--- config.mk ---
export PLATFORM = sky130hd
export DESIGN_NAME = lcd_pio_strobe
export DESIGN_NICKNAME = d
export VERILOG_FILES = /design/src/rtl/lcd_pio_strobe.sv
export SDC_FILE = /design/constraint.sdc
export NUM_CORES = 1
export LEC_CHECK = 0
export CORE_ASPECT_RATIO = 1.2
export CORE_MARGIN = 2
export CORE_UTILIZATION = 40
export CTS_CLUSTER_SIZE = 24
export DETAILED_ROUTE_END_ITERATION = 8
export PLACE_DENSITY = 0.81
export SLEW_MARGIN = 20
export SYNTH_ARGS = -nofsm -noshare
export SYNTH_HDL_FRONTEND = slang
export SYNTH_SLANG_ARGS = --single-unit
--- constraint.sdc ---
create_clock -name clk -period 3 [get_ports clk]
set_input_delay 0.6 -clock clk [delete_from_list [all_inputs] [get_ports clk]]
set_output_delay 0.6 -clock clk [all_outputs]
set_load 0.01 [all_outputs]
--- src/rtl/lcd_pio_strobe.sv ---
// ----------------------------------------------------------------------------
// lcd_pio_strobe
//
// Avalon-MM output port for character-LCD buses. It provides atomic bit
// set/clear and a hardware enable-strobe sequencer. Software loads the
// data/RS/RW bits and launches E with a single CTRL write. The block then
// times setup, pulse and hold on its own.
//
// Optional feature macro: LCD_PIO_IRQ_EN
//   When defined, an irq output is added. It is a level copy of the done
//   flag. When it is undefined, there is no irq port and software polls
//   CTRL.done instead.
//
// Ports
//   clk         in   1           system clock
//   reset       in   1           synchronous, active-high reset
//   address     in   2           register select (0 DATA, 1 CTRL, 2 OUTSET, 3 OUTCLEAR)
//   chipselect  in   1           Avalon slave select
//   write_n     in   1           active-low write strobe
//   writedata   in   32          write data
//   readdata    out  32          combinational read data, zero-extended
//   out_port    out  DATA_WIDTH  LCD pins
//   busy        out  1           strobe sequence in progress
//   irq         out  1           sequence-done interrupt (LCD_PIO_IRQ_EN only)
// ----------------------------------------------------------------------------
module lcd_pio_strobe #(
    parameter int DATA_WIDTH   = 12,
    parameter int E_BIT        = 10,
    parameter int SETUP_CYCLES = 4,
    parameter int PULSE_CYCLES = 25,
    parameter int HOLD_CYCLES  = 25
) (
    input  logic                  clk,
    input  logic                  reset,
    input  logic [1:0]            address,
    input  logic                  chipselect,
    input  logic                  write_n,
    input  logic [31:0]           writedata,
    output logic [31:0]           readdata,
    output logic [DATA_WIDTH-1:0] out_port,
    output logic                  busy
`ifdef LCD_PIO_IRQ_EN
    ,
    output logic                  irq
`endif
);

    localparam int MAX_A   = (SETUP_CYCLES > PULSE_CYCLES) ? SETUP_CYCLES : PULSE_CYCLES;
    localparam int MAX_CYC = (MAX_A > HOLD_CYCLES) ? MAX_A : HOLD_CYCLES;
    localparam int CW      = $clog2(MAX_CYC) + 1;

    localparam logic [CW-1:0] SETUP_LD = CW'(SETUP_CYCLES - 1);
    localparam logic [CW-1:0] PULSE_LD = CW'(PULSE_CYCLES - 1);
    localparam logic [CW-1:0] HOLD_LD  = CW'(HOLD_CYCLES - 1);

    localparam logic [DATA_WIDTH-1:0] E_MASK = DATA_WIDTH'(1) << E_BIT;

    typedef enum logic [1:0] {
        ST_IDLE  = 2'd0,
        ST_SETUP = 2'd1,
        ST_PULSE = 2'd2,
        ST_HOLD  = 2'd3
    } state_t;

    state_t                  state_q;
    logic [CW-1:0]           cnt_q;
    logic [DATA_WIDTH-1:0]   data_q;
    logic [DATA_WIDTH-1:0]   data_d;
    logic                    done_q;
    logic                    overrun_q;

    logic                    wr;
    logic                    idle;
    logic                    ctrl_wr;
    logic                    flag_clear;
    logic                    start_req;
    logic                    hold_end;
    logic [DATA_WIDTH-1:0]   wdata;

    assign wr         = chipselect & ~write_n;
    assign idle       = (state_q == ST_IDLE);
    assign ctrl_wr    = wr && (address == 2'd1);
    // Bit 31 of a CTRL write selects "clear flags" instead of "start".
    assign flag_clear = ctrl_wr && writedata[31];
    assign start_req  = ctrl_wr && !writedata[31];
    assign hold_end   = (state_q == ST_HOLD) && (cnt_q == '0);
    assign wdata      = writedata[DATA_WIDTH-1:0];

    // Writedata bits above the port width (other than bit 31) carry no meaning.
    generate
        if (DATA_WIDTH < 31) begin : g_unused
            logic unused_bits;
            assign unused_bits = ^writedata[30:DATA_WIDTH];
        end
    endgenerate

    // Data register updates. Every data-changing write is blocked while a
    // strobe is running so the LCD bus stays stable around E.
    always_comb begin
        data_d = data_q;
        if (wr && idle) begin
            case (address)
                2'd0:    data_d = wdata;
                2'd1:    if (!writedata[31]) data_d = wdata & ~E_MASK;
                2'd2:    data_d = data_q | wdata;
                default: data_d = data_q & ~wdata;
            endcase
        end
    end

    // Sequencer. One down-counter is reloaded on every state change, so it
    // never wraps.
    always_ff @(posedge clk) begin
        if (reset) begin
            state_q   <= ST_IDLE;
            cnt_q     <= '0;
            data_q    <= '0;
            done_q    <= 1'b0;
            overrun_q <= 1'b0;
        end else begin
            data_q <= data_d;
            case (state_q)
                ST_IDLE: begin
                    if (start_req) begin
                        state_q <= ST_SETUP;
                        cnt_q   <= SETUP_LD;
                    end
                end
                ST_SETUP: begin
                    if (cnt_q == '0) begin
                        state_q <= ST_PULSE;
                        cnt_q   <= PULSE_LD;
                    end else begin
                        cnt_q <= cnt_q - 1'b1;
                    end
                end
                ST_PULSE: begin
                    if (cnt_q == '0) begin
                        state_q <= ST_HOLD;
                        cnt_q   <= HOLD_LD;
                    end else begin
                        cnt_q <= cnt_q - 1'b1;
                    end
                end
                default: begin
                    if (cnt_q == '0) begin
                        state_q <= ST_IDLE;
                    end else begin
                        cnt_q <= cnt_q - 1'b1;
                    end
                end
            endcase
            // When a set and a clear land on the same edge, the set wins.
            done_q    <= hold_end | (done_q & ~flag_clear);
            overrun_q <= (start_req & ~idle) | (overrun_q & ~flag_clear);
        end
    end

    assign busy = ~idle;

    // E follows the sequencer while busy. Otherwise it is an ordinary data bit.
    always_comb begin
        out_port = data_q;
        if (!idle) out_port[E_BIT] = (state_q == ST_PULSE);
    end

    always_comb begin
        readdata = 32'd0;
        case (address)
            2'd0:    readdata = 32'(data_q);
            2'd1:    readdata = {29'd0, overrun_q, done_q, busy};
            default: readdata = 32'd0;
        endcase
    end

`ifdef LCD_PIO_IRQ_EN
    assign irq = done_q;
`endif

endmodule
Word-level counts from Yosys, hierarchy flattened
Index checks and enable logic that the tools add are counted.

Flip-flop bits (word level): 22. Output and inout port bits: 45. Input port bits: 38. Word-level logic and storage cells: 55.

Bitwise operators: 12. $add $sub $neg: 1. Eq/ne operators: 10. Muxes and demuxes: 13. Reductions and logical operators: 14.

Operators by type and width (number): $pmux 12 s3 (1); $pmux 12 s2 (1); $mux 6 (3); $and 12x12->12 (1); $mux 12 (1); $not 12->12 (1); $or 12x12->12 (1); $pmux 6 s2 (1); $mux 2 (4); $eq 2x2->1 const B (3); $logic_not 6->1 (1); $ne 2x2->1 const B (3); $pmux 2 s3 (1); $sub 6x1->6 const B (1); $logic_and 1x1->1 (5); $and 1x1->1 (4); $eq 2x1->1 const B (2); $logic_not 2->1 (2); $reduce_and 2->1 (2); $reduce_and 4->1 (1); $ne 3x3->1 const B (1); $not 1->1 (3); $ne 2x1->1 const B (1); $or 1x1->1 (2); 4 further kinds (4).

Depth between registers and ports, before layout
Word-level depth: 7. Mapped depth: 8.

Worst setup path after synthesis
Ideal clock, no wire load.

Path type: in2out. From: input address[1]. To: output readdata[10]. Path slack: 1024 ps. Path buffers: 2. Required time: 2400 ps. Data arrival time: 1376 ps. Cell stages on the path: 4. Cells stage by stage: clkbuf_1 -> clkbuf_1 -> nor2_1 -> and2_1.

Cells in the longest elaborated chain, start to end: 2.

Ends and longest elaborated chain: from (decl) (RTL line 35) `input logic [1:0] address,`; $eq 2x1->1 / $logic_not 2->1 (equally long branches) (RTL line 169) `case (address)`; $pmux 12 s2 (*) (RTL line 169); to (decl) (RTL line 39) `output logic [31:0] readdata,`.

Every way passes the cells marked *; elsewhere a longest branch is shown, timed or not.

Worst setup path in the final report
From: input address[0]. To: output readdata[2].

Same word-level chain as after synthesis.

==> results.txt <==
----------------------------------------------------
[Outcome]
  Status ... complete, no violations

[GRT]
  Global-route usage over all layers ... 0.151
  Via count of the first global-routing pass ... 1183
  First-pass GRT wire length ... 5.15 mm
  Initial antenna violation count ... 0
  Maximum number of pins on one net before global-route repair ... 25
  Gr ovfl total ... 0

[Worst setup path]
  Worst path buffer plus inverter count ... 3
  Most frequent cell on the critical path ... clkdlybuf4s50_1
  Critical path endpoint category ... output pin
  Critical path's slowest cell ... clkdlybuf4s50_1
  Kind of cell adding the most delay to the critical path ... buffers and inverters
  Sequence of cells on the critical path ... clkdlybuf4s50_1 -> buf_4 -> mux2i_1 -> nor2_1 -> clkdlybuf4s50_1
  Arrival time at the worst endpoint ... between 2000 and 2500 ps
  Critical path's largest stage delay ... 590 ps
  Required @ worst endpoint ... roughly 2400 ps
  Critical path start-end classification ... in2out
  Critical path fanouts, max ... 6
  Critical path startpoint category ... input port

[Yosys]
  Synthesized flop and latch total ... 22
  Cell types with the largest area share after synthesis ... dfxtp_1, buf_4, a21oi_1
  Average footprint of a synthesized cell ... 8.15 um2
  Combinational family with the most area after synthesis ... simple AND/OR/NAND/NOR gates
  Netlist Area Pre-Place ... ~1600 um2
  Sequential-to-total area share from yosys stat ... 0.280
  Most used flip-flop cell after synthesis ... dfxtp_1
  Fraction of synthesized cell area in xor and xnor cells ... 0
  Multiplexer share of the synthesized area ... 0.0326
  Top-area cell type share of the netlist area ... 0.280
  EDFF count, synth ... 0
  Cell type contributing the most total cell area after synthesis ... dfxtp_1
  Share of the synthesized area in compound gates (AO/OA/AOI/OAI) ... 0.198
  Gate Count Post-Synth ... between 150 and 200
  Unique cell type count in the Yosys netlist ... 40
  Number of warning messages in the yosys log ... 0
  Post-synthesis share of cell area spent on and, or, nand and nor gates ... 0.247
  Fraction of registers with async set/reset ... 0
  Adder and majority cell fraction of the synthesized area ... 0.0477

[Routing]
  ANT nets after route ... 0
  Vias ... around 1300
  Post-detailed-route DRC marker count ... 0
  Number of vias per cell ... about 4.8
  Average wire length per cell after detail routing ... around 12 um
  Initial detailed-routing violation count ... 60
  Number of iterations in the first detailed-routing pass ... 4
  Total wire length ... 3.30 mm

[Layout]
  Diodes inserted ... 0
  Storage cell area ... ~440 um2
  Share of layout cells above drive strength 1 ... 0.0807
  Design Area, Final ... slightly below 2000 um2
  Fin nets ... 268
  Number of fill cells ... roughly 370
  Area used by multi-input combinational logic ... 902 um2
  Growth of design area from synthesis to finish ... 23.9%
  Final design utilization ... 0.528

[Die]
  Initial core utilization ... 0.426
  I/O Pins ... 83
  Overall die height ... slightly above 70 um
  Die footprint ... 4450 um2
  Area inside the core boundary ... around 3700 um2
  Horizontal extent of the die ... a little over 60 um
  Site Rows ... 24

[Clock network]
  CTS tree ... built
  Setup bufs post-CTS ... 0
  Number of buffers created by CTS ... 3
  Bufs on Longest Clock Path ... 2
  Clock Latency Late Sink ... approximately 260 ps
  Post-CTS Resized ... 0
  Clock tree root driver cell ... clkbuf_8
  Maximum level of the CTS H-tree ... 1
  Hold_buf cts ... 0
  Clock transition at the registers of the reported paths ... approximately 80 ps
  Clk sink count ... 22

[STA]
  Clock period minus worst slack ... ~2700 ps
  Number of pins exceeding their max-slew limit in the final report ... 0
  Final Cycle Share ... 0.898
  Fmax achieved ... 371 MHz
  Worst setup skew after layout ... 2.39 ps
  Hold Vio Cnt, Final ... 0
  Final setup viols ... 0
  Setup repair after global routing missed its margin ... false
  Sum Neg Setup Slack ... 0 ps

[Run]
  Total of max-cap violations ... 0

[Power and ir drop]
  Leak Pwr ... roughly 0.75 nW
  Peak VDD IR ... ~0.00023 V
  Pwr per Cell Area ... approximately 510 nW/um2

[Placement]
  Cell area reported after detailed placement ... roughly 1900 um2
  Placed wire-length estimate after detailed placement ... ~2.6 mm
  Input/output buffers ... between 40 and 50
  Placer's final routability congestion estimate ... 0.871

[Hold path]
  Min-delay worst type ... reg2reg

----------------------------------------------------
==> cell type report <==
class,instances,area share
sequential,22,0.226
multi-input combinational,143,0.463
tap,52,0.0334
timing repair buffer,47,0.236
inverter,7,0.0135
clock buffer,4,0.0282
==> cell usage after synthesis, types with 2 or more instances <==
cell	instances
o211ai_1	3
nor2_1	10
o32ai_1	4
o21a_1	2
nor4_1	2
nand2b_1	5
ha_1	6
nor2b_1	12
a211oi_1	2
buf_4	33
nor3_1	2
nand3b_1	3
a21oi_1	15
dfxtp_1	22
inv_1	7
clkbuf_1	6
nand2_1	13
o21ai_0	13
mux2i_1	4
and2_1	9
==> registers in the layout (all words and copies together) (netlist names) <==
register,flops
done_q,1
state_q,2
data_q,12
overrun_q,1
cnt_q,6
==> worst paths after layout <==
check,startpoint,endpoint,slack [ps],depth (start not counted)
worst max register to register,state_q[0],cnt_q[1],1140,6
worst max-delay path,address[0],readdata[2],310,5
worst min register to register,data_q[6],data_q[6],480,2
worst min-delay path,data_q[6],data_q[6],480,2
==> layout by cell type, fill, tap and decap left out, drive strengths merged, types with 4 or more instances in the layout <==
master and n:
clkdlybuf4s50 43, dfxtp 22, conb 20, a21oi 15, o21ai 15, nand2 13, nor2b 12, nor2 11
and2 9, inv 7, ha 6, nand2b 5, mux2i 4, o32ai 4, clkbuf 4, buf 4
==> metrics by stage <==
stage | power [mW] | std cells | hold WS, ps | worst slack [ps]
after floorplan | 0.682 | 212 | 444 | 1020
after global placement | 0.774 | 271 | 464 | 303
after detailed placement | 0.781 | 271 | 474 | 304
after CTS | 0.994 | 275 | 486 | 306
after global routing | 1.05 | 275 | 513 | 187
final | 0.988 | 275 | 483 | 306
==> worst reg2reg max path, cell delays in order (launching register included) <==
cell and delay, ps:
dfxtp_1 350, inv_1 120, ha_1 400, inv_1 160, nor4_1 450, nor2_1 70
o32ai_1 220
==> routing by layer <==
layer	vias to the layer above	track usage	share of wire
li1	672	-	-
met2	45	0.271	0.50
met5	-	0	0
met1	608	0.166	0.42
met3	6	0.0248	0.064
met4	0	0.0749	0.021
==> power by group <==
group          switching, mW  leakage [nW]  internal, mW
combinational          0.238         0.541         0.191
sequential            0.0249         0.178         0.320
clock                 0.0970        0.0288         0.117
total                  0.360         0.748         0.628
==> cells by family (layout without fill, tap and decap cells) <==
family,after synthesis,after routing
buffers and inverters,47,58
DFF,22,22
other,1,20
adders and majority gates,6,6
and+or+nand+nor,65,65
AOI/OAI and AO/OA,47,47
muxes,5,5
No activity file was read; power rests on OpenSTA's default activity.
==> RTL change 1 (same flow settings) <==
Take the reset off `data_q` and load it in a clocked block of its own.
--- a/src/rtl/lcd_pio_strobe.sv
+++ b/src/rtl/lcd_pio_strobe.sv
@@ -116,3 +116,2 @@
             cnt_q     <= '0;
-            data_q    <= '0;
             done_q    <= 1'b0;
@@ -120,3 +119,2 @@
         end else begin
-            data_q <= data_d;
             case (state_q)
@@ -158,2 +156,6 @@
 
+    always_ff @(posedge clk) begin
+        data_q <= data_d;
+    end
+
     assign busy = ~idle;
Function: changed (Yosys sat finds a counterexample within 4 cycles, from zero or initial values and one cycle with reset high).
==> RTL change 1 against the unedited design <==
Worst hold slack better by 29 ps; largest power group unchanged; sequential cell count stayed put; design area is 4.7% lower; final cell count is 14% lower; worst setup slack worse by 4.4 ps; global-route usage hardly changed; critical path type unchanged; total power is 0.16% higher; wire length is 7.3% lower; area after synthesis is 6.2% lower.
==> RTL change 1: results (changes against the unedited design) <==
PIN_COUNT_OF_THE_BIGGEST_NET_ENTERING_GLOBAL_ROUTING=17  # -32%
TIMING.REG2REG.SETUP_SLACK_PS=930  # -210 ps
TOP_ACHIEVABLE_CLOCK_SPEED_MHz=371  # -0.16%
INITIALDRTVIOLATIONCOUNT=82  # +37%
ROUTE.FINAL.WIRE_LENGTH_UM=3060  # -7.3%
VIAS_IN_THE_FIRST_GLOBAL_ROUTE=1124  # -5.0%
FINAL_LAYOUT_SIZE_SUFFIX_GT1_SHARE_PCT=5.56  # -2.5 points
GR-USAGE-ALL-LAYERS_PCT=15.2  # +0.021 points
SYNTHTOPCELLSBYAREA='edfxtp_1, buf_4, dfxtp_1, a21oi_1, ha_1'
POWER.SHARE.SWITCHING_PCT=35.0  # -1.4 points
SYNTH_EDF_COUNT=12  # +12
FILLERS=326  # -12%
STATUS='complete, no violations'
SYNTH.YOSYS.SEQ_AREA_SHARE_PCT=38.0  # +10 points
GP_CONGESTION=0.874  # +0.24%
REGTOREGSTARTPOINT='cnt_q[0]'
VDD_IR_DROP_MAX_uV=286  # +27%
DP_HPWL_UM=2330  # -9.0%
REGTOREGENDPOINT='state_q[0]'
YOSYS_MOST_USED_DFF='edfxtp_1'
SYNTH_COMPOUND_GATE_AREA_SHARE_PCT=17.2  # -2.6 points
FINALCLOCKSKEW_PS=4.29  # +1.90 ps
TOTAL_LEAKAGE_POWER_nW=0.721  # -3.6%
HOLD_PATH_END='done_q'
NUM-NETS-FINAL=243  # -9.3%
YOSYS.AREA_SHARE.ADDER_PCT=5.09  # +0.32 points
[RTL change 1: metal layers]
| layer | share of wire, % | up-vias | wire, µm | GRT usage (%) |
|---|---|---|---|---|
| li1 | - | 600 | - | - |
| met1 | 44 | 540 | 1350 | 18.3 |
| met2 | 46 | 57 | 1410 | 25.4 |
| met3 | 8.3 | 4 | 255 | 2.78 |
| met4 | 1.4 | 0 | 42 | 6.82 |
| met5 | 0 | - | 0 | 0 |
[RTL change 1: through the flow]
stage / cell area [µm²] / util [%] / total power, mW / hold WS (ps) / std cells
4_1_cts: 1860 / 52.0 / 0.999 / 520 / 237
5_1_grt: 1860 / 52.0 / 1.05 / 542 / 237
3_3_place_gp: 1810 / 50.7 / 0.794 / 491 / 233
2_1_floorplan: 1550 / - / 0.671 / 465 / 182
6_report: 1860 / 52.0 / 0.989 / 512 / 237
3_5_place_dp: 1810 / 50.7 / 0.802 / 497 / 233
[RTL change 1: area by class of cell]
class / instances / area share (%)
multi-input combinational: 116 / 38.2
timing repair buffer: 47 / 24.8
sequential: 22 / 30.2
tap: 39 / 2.63
clock buffer: 4 / 2.42
inverter: 9 / 1.82
[RTL change 1: worst max path at each step]
stage,to,cells past startpoint
after floorplan,data_q[0],4
after global placement,readdata[10],5
after detailed placement,readdata[3],5
after CTS,readdata[3],5
after global routing,readdata[7],5
final,readdata[3],5
[RTL change 1: power groups by stage]
stage,logic [mW],clock network [mW],registers [mW]
after floorplan,0.283,0,0.388
after global placement,0.400,0,0.394
after detailed placement,0.406,0,0.396
after CTS,0.409,0.201,0.389
after global routing,0.450,0.208,0.393
final,0.409,0.192,0.389
[RTL change 1: worst max-delay path, cell delays in order]
cell and delay (ps):
clkdlybuf4s50_1 540, nor2_1 140, buf_4 160, and2_1 130
clkdlybuf4s50_1 530
==> RTL change 2 (config.mk and constraints unchanged) <==
Without the edit above. `SETUP_CYCLES`: 4 -> 8.
--- a/src/rtl/lcd_pio_strobe.sv
+++ b/src/rtl/lcd_pio_strobe.sv
@@ -28,3 +28,3 @@
     parameter int E_BIT        = 10,
-    parameter int SETUP_CYCLES = 4,
+    parameter int SETUP_CYCLES = 8,
     parameter int PULSE_CYCLES = 25,
Behaviour: not the same (a bounded check fails within 10 cycles, from zero or initial values and one cycle with reset high).
==> RTL change 2 against the unedited design <==
First-iteration DRC count is 20% higher; sequential share of layout area hardly changed; largest cell class unchanged; area after synthesis fell by 0.32%; sequential cell count unchanged; worst setup slack worse by 26 ps; wire length grew 6.9%; via count up 3.2%; critical path type unchanged; design area decreased by 0.19%; count of clock-buffer cells in the layout unchanged; total power is 7.5% lower.
==> RTL change 2: results (changes against the unedited design) <==
STATUS='complete, no violations'
ROUTE.DETAILED.WL_PER_INST_UM=12.6  # +4.9%
GRT_USE_MET1_PCT=18.1  # +1.5 points
GLOBAL_ROUTE.USAGE.MET3_PCT=3.01  # +0.53 points
RESIZE_COUNT_POST_CTS=0  # unchanged
SYNTHDISTINCTLIBCELLS=42  # +5.0%
PRE_CTS_SETUP_SLACK_PS=274  # -30.3 ps
VDD_IR_DROP_MAX_uV=266  # +18%
SYNTHTOPCELLSBYAREA='dfxtp_1, buf_4, a21oi_1, o21ai_0, ha_1'
CLKSLEWWORSTSETUPHOLDPATHS_PS=80  # about the same
POST-SYNTH-TOP-COUNT-CELL='buf_4'
ROUTE.MET3.WL_UM=218  # +3.3%
CTS.REPAIR_TIMING.SETUP_BUFFER_COUNT=0  # unchanged
TOTAL_LEAKAGE_POWER_nW=0.720  # -3.8%
DETAILROUTE.VIA_COUNT=1374  # +3.2%
WL_MET2_UM=1850  # +13%
HP-START='data_q[7]'
PATH_MAX_FANOUT=9  # +3
SYNTH.YOSYS.SEQ_AREA_SHARE_PCT=28.1  # +0.089 points
HOLD_PATH_END='data_q[7]'
CPPEAKSTAGEDELAY_PS=560  # -30 ps
MIN_PATH_TYPE='flop to flop'
INITIALDRTVIOLATIONCOUNT=72  # +20%
GR-USAGE-MET2_PCT=30.1  # +3.1 points
REGTOREGENDPOINT='cnt_q[4]'
GP_CONGESTION=0.867  # -0.49%
FINAL_LAYOUT_SIZE_SUFFIX_GT1_SHARE_PCT=6.58  # -1.5 points
CRITICAL_PATH_ARRIVAL_PS=2120  # +30 ps
WORST_R2R_PATH_DEPTH=5  # -1
NUM-NETS-FINAL=273  # +1.9%
GR-USAGE-ALL-LAYERS_PCT=16.3  # +1.1 points
FIRST_PASS_GRT_WIRE_LENGTH_UM=5650  # +9.6%
DRT-MET1-WL_UM=1420  # +3.1%
VIAS_IN_THE_FIRST_GLOBAL_ROUTE=1297  # +9.6%
DP_HPWL_UM=2700  # +5.6%
PIN_COUNT_OF_THE_BIGGEST_NET_ENTERING_GLOBAL_ROUTING=23  # -8.0%
POST_SYNTH_MOST_FREQUENT_CELLS='buf_4, dfxtp_1, a21oi_1, o21ai_0, nand2_1'
FINALCLOCKSKEW_PS=1.18  # -1.22 ps
FILLERS=371  # +0.54%
[RTL change 2: cell families (layout without fill, tap and decap cells)]
| family | Yosys count | after routing | share of synthesized area [%] |
|---|---|---|---|
| compound gates | 50 | 50 | 18.9 |
| other cells | 1 | 20 | 0.239 |
| flops | 22 | 22 | 28.1 |
| buf+inv | 45 | 56 | 18.7 |
| mux | 3 | 3 | 2.00 |
| fa+ha+maj | 6 | 6 | 4.79 |
| simple gates | 71 | 71 | 27.3 |
[RTL change 2: stage by stage]
| step | std cells | utilization [%] | total power, mW | hold WS, ps | instance area, µm² |
|---|---|---|---|---|---|
| 6_report | 280 | 52.7 | 0.914 | 484 | 1950 |
| 5_1_grt | 280 | 52.7 | 0.975 | 507 | 1950 |
| 4_1_cts | 280 | 52.7 | 0.921 | 485 | 1950 |
| 3_5_place_dp | 276 | 51.2 | 0.700 | 473 | 1890 |
| 3_3_place_gp | 276 | 51.2 | 0.687 | 467 | 1890 |
| 2_1_floorplan | 217 | - | 0.600 | 454 | 1640 |
[RTL change 2: final cells by class]
class,count,area share [%]
well taps,52,3.34
flip-flops and latches,22,22.6
clock buffers,4,2.83
multi-input cells,150,46.6
inverters,5,0.965
repair buffers,47,23.7
[RTL change 2: report_power, final]
| group | leakage [nW] | switching [mW] | internal, mW |
|---|---|---|---|
| Clock | 0.0288 | 0.101 | 0.117 |
| Combinational | 0.513 | 0.194 | 0.159 |
| Sequential | 0.179 | 0.0245 | 0.318 |
[RTL change 2: how the worst max path moves through the flow]
stage	start	to	slack, ps	cells after the start
3_5_place_dp	address[0]	readdata[10]	270	5
3_3_place_gp	address[0]	readdata[10]	290	5
6_report	address[0]	readdata[10]	280	5
5_1_grt	address[0]	readdata[10]	220	5
2_1_floorplan	address[1]	readdata[10]	1020	4
4_1_cts	address[0]	readdata[10]	270	5
